File: config.mk
export PLATFORM = sky130hd
export DESIGN_NAME = llr_hold_reg
export DESIGN_NICKNAME = d
export VERILOG_FILES = /design/src/rtl/llr_pkg.sv /design/src/rtl/llr_hold_reg_sync_dff.sv /design/src/rtl/llr_hold_reg.sv
export SDC_FILE = /design/constraint.sdc
export NUM_CORES = 1
export LEC_CHECK = 0
export CAP_MARGIN = 20
export CORE_AREA = 2 2 39 41
export CTS_BUF_LIST = sky130_fd_sc_hd__clkbuf_16
export CTS_CLUSTER_SIZE = 24
export DETAILED_ROUTE_END_ITERATION = 16
export DIE_AREA = 0 0 41 43
export PLACE_DENSITY = 0.66
export REMOVE_ABC_BUFFERS = 1
export SYNTH_ARGS = -nofsm -noshare
export SYNTH_HDL_FRONTEND = slang
export SYNTH_HIERARCHICAL = 1
export SYNTH_SLANG_ARGS = --single-unit
File: constraint.sdc
create_clock -name clk_i -period 2.7 [get_ports clk_i]
set_input_delay 0.27 -clock clk_i [delete_from_list [all_inputs] [get_ports clk_i]]
set_output_delay 0.27 -clock clk_i [all_outputs]
set_load 0.02 [all_outputs]
File: src/rtl/llr_pkg.sv
// Shared constants for the latch-last-read output stage.
package llr_pkg;

    localparam int LLR_WIDTH_DEFAULT = 8;

endpackage : llr_pkg

File: src/rtl/llr_hold_reg_sync_dff.sv
// Plain register with synchronous active-high clear and an optional load enable.
module sync_dff #(
    parameter int width_p = 1
) (
    input  logic               clk_i,
    input  logic               reset_i,
    input  logic               en_i,
    input  logic [width_p-1:0] data_i,
    output logic [width_p-1:0] data_o
);

    always_ff @(posedge clk_i) begin
        if (reset_i) begin
            data_o <= '0;
        end else if (en_i) begin
            data_o <= data_i;
        end
    end

endmodule : sync_dff

File: src/rtl/llr_hold_reg.sv
// Latch-last-read stage: bypasses RAM read data while it is valid, otherwise
// holds the last valid word.
module llr_hold_reg
    import llr_pkg::*;
#(
    parameter int width_p    = LLR_WIDTH_DEFAULT,
    parameter bit delay_en_p = 1'b1
) (
    input  logic               clk_i,
    input  logic               reset_i,
    input  logic               en_i,
    input  logic [width_p-1:0] data_i,
    output logic [width_p-1:0] data_o
);

    logic               en_eff;
    logic [width_p-1:0] data_r;

    // With delay_en_p=1, en_i is a read request and the data arrives a cycle
    // later, so only the registered copy may steer the output mux.
    if (delay_en_p) begin : g_en_delay
        logic en_r;

        sync_dff #(.width_p(1)) en_reg (
            .clk_i   (clk_i),
            .reset_i (reset_i),
            .en_i    (1'b1),
            .data_i  (en_i),
            .data_o  (en_r)
        );

        assign en_eff = en_r;
    end else begin : g_en_direct
        assign en_eff = en_i;
    end

    sync_dff #(.width_p(width_p)) data_reg (
        .clk_i   (clk_i),
        .reset_i (reset_i),
        .en_i    (en_eff),
        .data_i  (data_i),
        .data_o  (data_r)
    );

    // Reset deliberately does not gate the bypass path.
    assign data_o = en_eff ? data_i : data_r;

endmodule : llr_hold_reg

==> results.yml, run 1 <==
sta:
  hold_ws_ns: 0.496
  max_freq_ghz: 0.464
  period_share: 0.799
  clock-skew-final_ns: 0.000263
  fin_tns_setup_ns: 0
  setup_viol: 0
  rsz0062_at_grt: "false"
  hold_violations: 0
  period_needed_ns: 2.16
  drv_slew: 0
  layout_setup_ws_ns: 0.543
power_and_ir_drop:
  pwr-share-comb: 0.166
  seqPwrFrac: 0.305
  p_sw_mw: 0.0931
  intPower_mw: 0.382
  pwr-share-clk: 0.529
  switching_share: 0.196
  ir_drop_v: 0.000342
  power_density_nw_per_um2: 665
  p_leak_nw: 0.291
layout:
  fin_nets: 71
  layout_commonest_cell: "clkdlybuf4s50_1"
  finalNonFillerCells: 75
  areaGrowthSynthToFinish_pct: 57.3
  layout_common_cells: "18 x clkdlybuf4s50_1, 9 x mux2i_1, 9 x nor2_1, 9 x dfxtp_1, 8 x mux2_4"
  drive_above_1_share: 0.203
  n_antenna_cell: 0
global_route:
  grt_overflow_total: 0
  grt_max_degree: 12
  grt_pass1_wl_um: 1260
  track_usage: 0.110
  antenna_found_initial: 0
  first_global_vias: 292
detailed_routing:
  routed-via-count: 329
  top_layer: "met4"
  via_per_inst: 4.39
  drt_wl_total_um: 734
  detail-route-antenna-nets: 0
  wirelength_met1_um: 344
  drt-initial-drc-count: 2
  dr.pass1.iters: 3
  wl_per_cell_um: 9.79
  met3_length_um: 45
  wl_met2_um: 334
  drc: 0
setup_path:
  critPathCaptureType: "primary output"
  cp-startpoint: "g_en_delay.en_reg/data_o"
  worst-path-max-fanout: 11
  arrival_ns: 1.89
  startpoint_type: "flop"
  cp_data_required_time_ns: 2.43
  worstSetupPathType: "reg2out"
  r2r_start: "g_en_delay.en_reg/data_o"
synthesis:
  synth_fa_ha_area_frac: 0
  yosys_warnings: 6
  syn_inst: 39
  yosysUniqueCellTypes: 7
  yosys.area_share.simple: 0.0744
  syn_area_um2: 454
  synth_top_family_by_area: "multiplexers"
  syn_area_per_cell_um2: 11.6
  synth-seq-cells: 9
  synth_compound_area_frac: 0
  synthMuxAreaShare: 0.463
  seq_area_frac_synth: 0.397
  synth_xor_area_frac: 0
floorplan:
  ioPinCount: 19
  num_rows: 14
  core_region_area_um2: 1380
  die_w_um: 41
  initial_core_util: 0.328
  dieArea_um2: 1760
  die_h_um: 43
cts:
  cts_resized: 0
  h-tree-depth: 1
  clock-root-buffer: "clkbuf_16"
  clock_path_buffers: 2
  cts.sinks: 9
  numCtsBuffers: 3
  cts_hold_buffers: 0
  clk_pin_slew_ns: 0.04
  cts_setup_buffers: 0
  cts_tree: "done"
  clock_latency_ns: 0.23
placement:
  port_buffers: 18
  placedCellCount: 71
  gp_congestion: 0.618
  hpwl_um: 538
  place_ws_ns: 0.779
flow_run:
  cap_violations: 0
min_path:
  worstHoldPathType: "reg2reg"
  hold_start: "data_reg/data_o[6]"
status:
  status: "finished, final reports clean"
[metrics by stage]
step / cell area (µm²) / util / total power, mW
detailed placement: 636 / 0.459 / 0.226
finish: 714 / 0.516 / 0.475
CTS: 714 / 0.516 / 0.484
global placement: 636 / 0.459 / 0.226
floorplan: 428 / - / 0.188
global route: 714 / 0.516 / 0.496
[logic make-up after synthesis]
group         count (synthesis)
simple gates                  9
other cells                   1
buf+inv                       3
mux                          17
flops                         9
[power by group through the flow]
stage                     Sequential (mW)  Clock [mW]  Combinational (mW)
final                               0.145       0.251              0.0787
after global routing                0.146       0.266              0.0845
after CTS                           0.145       0.259              0.0797
after detailed placement            0.147           0              0.0793
after global placement              0.147           0              0.0788
after floorplan                     0.150           0              0.0389
[worst paths after layout]
kind,to,cells after the start,slack (ns)
max,data_o[5],3,0.54
min,data_reg/data_o[6],2,0.50
max reg2reg,data_reg/data_o[2],3,1.50
min reg2reg,data_reg/data_o[6],2,0.50
[metal layers]
layer | vias to the layer above | track usage
met1 | 149 | 0.130
met4 | 0 | 0.100
li1 | 169 | -
met2 | 9 | 0.150
met3 | 2 | 0.0314
met5 | - | 0
[worst max-delay path, stage by stage (launching register included)]
cell and delay, ns:
dfxtp_1 0.51, buf_4 0.29, mux2_4 0.32, clkdlybuf4s50_1 0.53
[state kept, by name (all words and copies together), names as in the netlist]
register,flops
data_reg/data_o,8
g_en_delay.en_reg/data_o,1
[Yosys cell counts]
| master | count | share of area |
|---|---|---|
| buf_1 | 1 | 0.0083 |
| mux2_4 | 8 | 0.26 |
| nor2_1 | 9 | 0.074 |
| mux2i_1 | 9 | 0.20 |
| conb_1 | 1 | 0.0083 |
| buf_6 | 2 | 0.050 |
| dfxtp_1 | 9 | 0.40 |
[final cells by class]
| type | instances | area (µm²) |
|---|---|---|
| sequential | 9 | 180 |
| clock inverter | 1 | 3.75 |
| multi-input combinational | 27 | 248 |
| timing repair buffer | 19 | 188 |
| fill | 132 | 669 |
| tap | 16 | 20.0 |
| clock buffer | 3 | 75.1 |
No activity file was read; power rests on OpenSTA's default activity.
==> inputs of run 2 (changes only) <==
- clock period: 2.7 -> 2.25 ns (I/O delays scaled with it)
==> run 2 against run 1 <==
  * Critical endpoint is now data_o[7]
  * Count of clock-buffer cells in the layout stayed put
  * Die area stayed put
  * Design area is 1.1% higher
  * Sequential share of layout area is 0.26 points lower
  * Wire length is 5.4% higher
  * Global-route usage is 0.50 points lower
  * Worst setup slack worse by 0.29 ns
  * Sequential power is 19% higher
  * Cell count is 1.3% higher
  * Core utilization is 0.54 points higher
==> results.yml, run 2 (synthesis gave the netlist of run 1 again) <==
placement:
  gp_congestion: 0.693
  place_ws_ns: 0.483
  hpwl_um: 556
  port_buffers: 18
  dpl_cell_area_um2: 643
sta:
  clock-skew-final_ns: 0.000305
  rsz0062_at_grt: "false"
  period_share: 0.889
  period_needed_ns: 2.00
  fin_tns_setup_ns: 0
  drv_slew: 0
  setup_viol: 0
  max_freq_ghz: 0.500
  hold_violations: 0
  layout_setup_ws_ns: 0.249
  hold_ws_ns: 0.495
floorplan:
  die_w_um: 41
  core_region_area_um2: 1380
  initial_core_util: 0.328
  num_rows: 14
  die_h_um: 43
  dieArea_um2: 1760
  ioPinCount: 19
setup_path:
  startpoint_type: "flop"
  cp-startpoint: "g_en_delay.en_reg/data_o"
  critPathCaptureType: "primary output"
  cp_data_required_time_ns: 2.03
  r2r-end: "data_reg/data_o[1]"
  worst-path-max-fanout: 7
  rrSetupSlack_ns: 1.16
  reg2reg_depth: 3
  worstSetupPathType: "reg2out"
  r2r_start: "g_en_delay.en_reg/data_o"
  arrival_ns: 1.78
cts:
  clock_latency_ns: 0.23
  cts_resized: 0
  cts_setup_buffers: 0
  h-tree-depth: 1
  clk_pin_slew_ns: 0.04
  clock_path_buffers: 2
  clock-root-buffer: "clkbuf_16"
  cts.sinks: 9
  cts_hold_buffers: 0
  numCtsBuffers: 3
  cts_tree: "done"
detailed_routing:
  drc: 0
  via_per_inst: 4.45
  drt_wl_total_um: 774
  drt-initial-drc-count: 7
  routed-via-count: 338
  dr.pass1.iters: 2
  wl_per_cell_um: 10.2
  detail-route-antenna-nets: 0
layout:
  drive_above_1_share: 0.217
  n_antenna_cell: 0
  regMostFlops: "data_reg/data_o"
  fin_nets: 72
  layout_common_cells: "18 x clkdlybuf4s50_1, 9 x mux2i_1, 9 x nor2_1, 9 x dfxtp_1, 8 x mux2_4"
  postLayoutCellArea_um2: 722
  areaGrowthSynthToFinish_pct: 59.0
  reg.largest.list: "data_reg/data_o: 8 flops, g_en_delay.en_reg/data_o: 1 flops"
  largest_register_ffs: 8
  layout_commonest_cell: "clkdlybuf4s50_1"
global_route:
  antenna_found_initial: 0
  grt_busiest_layer: "met2"
  grt_max_degree: 10
  gr-usage-met2: 0.163
  grt_overflow_total: 0
  first_global_vias: 309
  grt_use_met1: 0.130
  grtUsageMet3: 0.0314
  grt_pass1_wl_um: 1270
  track_usage: 0.105
min_path:
  hold_start: "data_reg/data_o[4]"
  min_to: "data_reg/data_o[4]"
  worstHoldPathType: "reg2reg"
  hold_path_depth: 2
power_and_ir_drop:
  ir_drop_v: 0.000805
  p_leak_nw: 0.297
  power_density_nw_per_um2: 795
flow_run:
  cap_violations: 0
status:
  status: "finished, final reports clean"
==> run 2: changes by cell type in the layout (fill, tap and decap cells not counted) <==
cell	delta
buf_4	+1
==> run 2: metal layers <==
layer | wire [µm] | vias to the layer above
met3 | 50 | 0
met2 | 378 | 9
li1 | - | 170
met4 | 0 | 0
met5 | 0 | -
met1 | 344 | 159
==> run 2: critical path, cell delays in order (launching register included) <==
cell,delay (ns)
dfxtp_1,0.47
buf_4,0.23
mux2_4,0.30
clkdlybuf4s50_1,0.54
==> run 2: worst max-delay path by stage <==
stage / slack (ns) / endpoint
floorplan: 0.83 / data_o[0]
global placement: 0.50 / data_o[2]
detailed placement: 0.48 / data_o[7]
CTS: 0.24 / data_o[7]
global route: 0.20 / data_o[4]
finish: 0.25 / data_o[7]
==> run 2: cell type report <==
type                       count  area (µm²)
fill                         130         662
multi-input combinational     27         248
timing repair buffer          20         195
sequential                     9         180
clock buffer                   3        75.1
tap                           16        20.0
clock inverter                 1        3.75
==> run 2: report_power, final <==
part,total [mW],internal (mW),switching [mW]
clock network,0.303,0.232,0.0716
logic,0.0971,0.0600,0.0371
registers,0.173,0.168,0.00546
total,0.574,0.460,0.114
==> run 2: metrics by stage <==
stage,std cells,total power [mW],util
5_1_grt,76,0.599,0.522
6_report,76,0.574,0.522
4_1_cts,76,0.579,0.522
3_3_place_gp,72,0.273,0.465
2_1_floorplan,36,0.226,-
3_5_place_dp,72,0.273,0.465
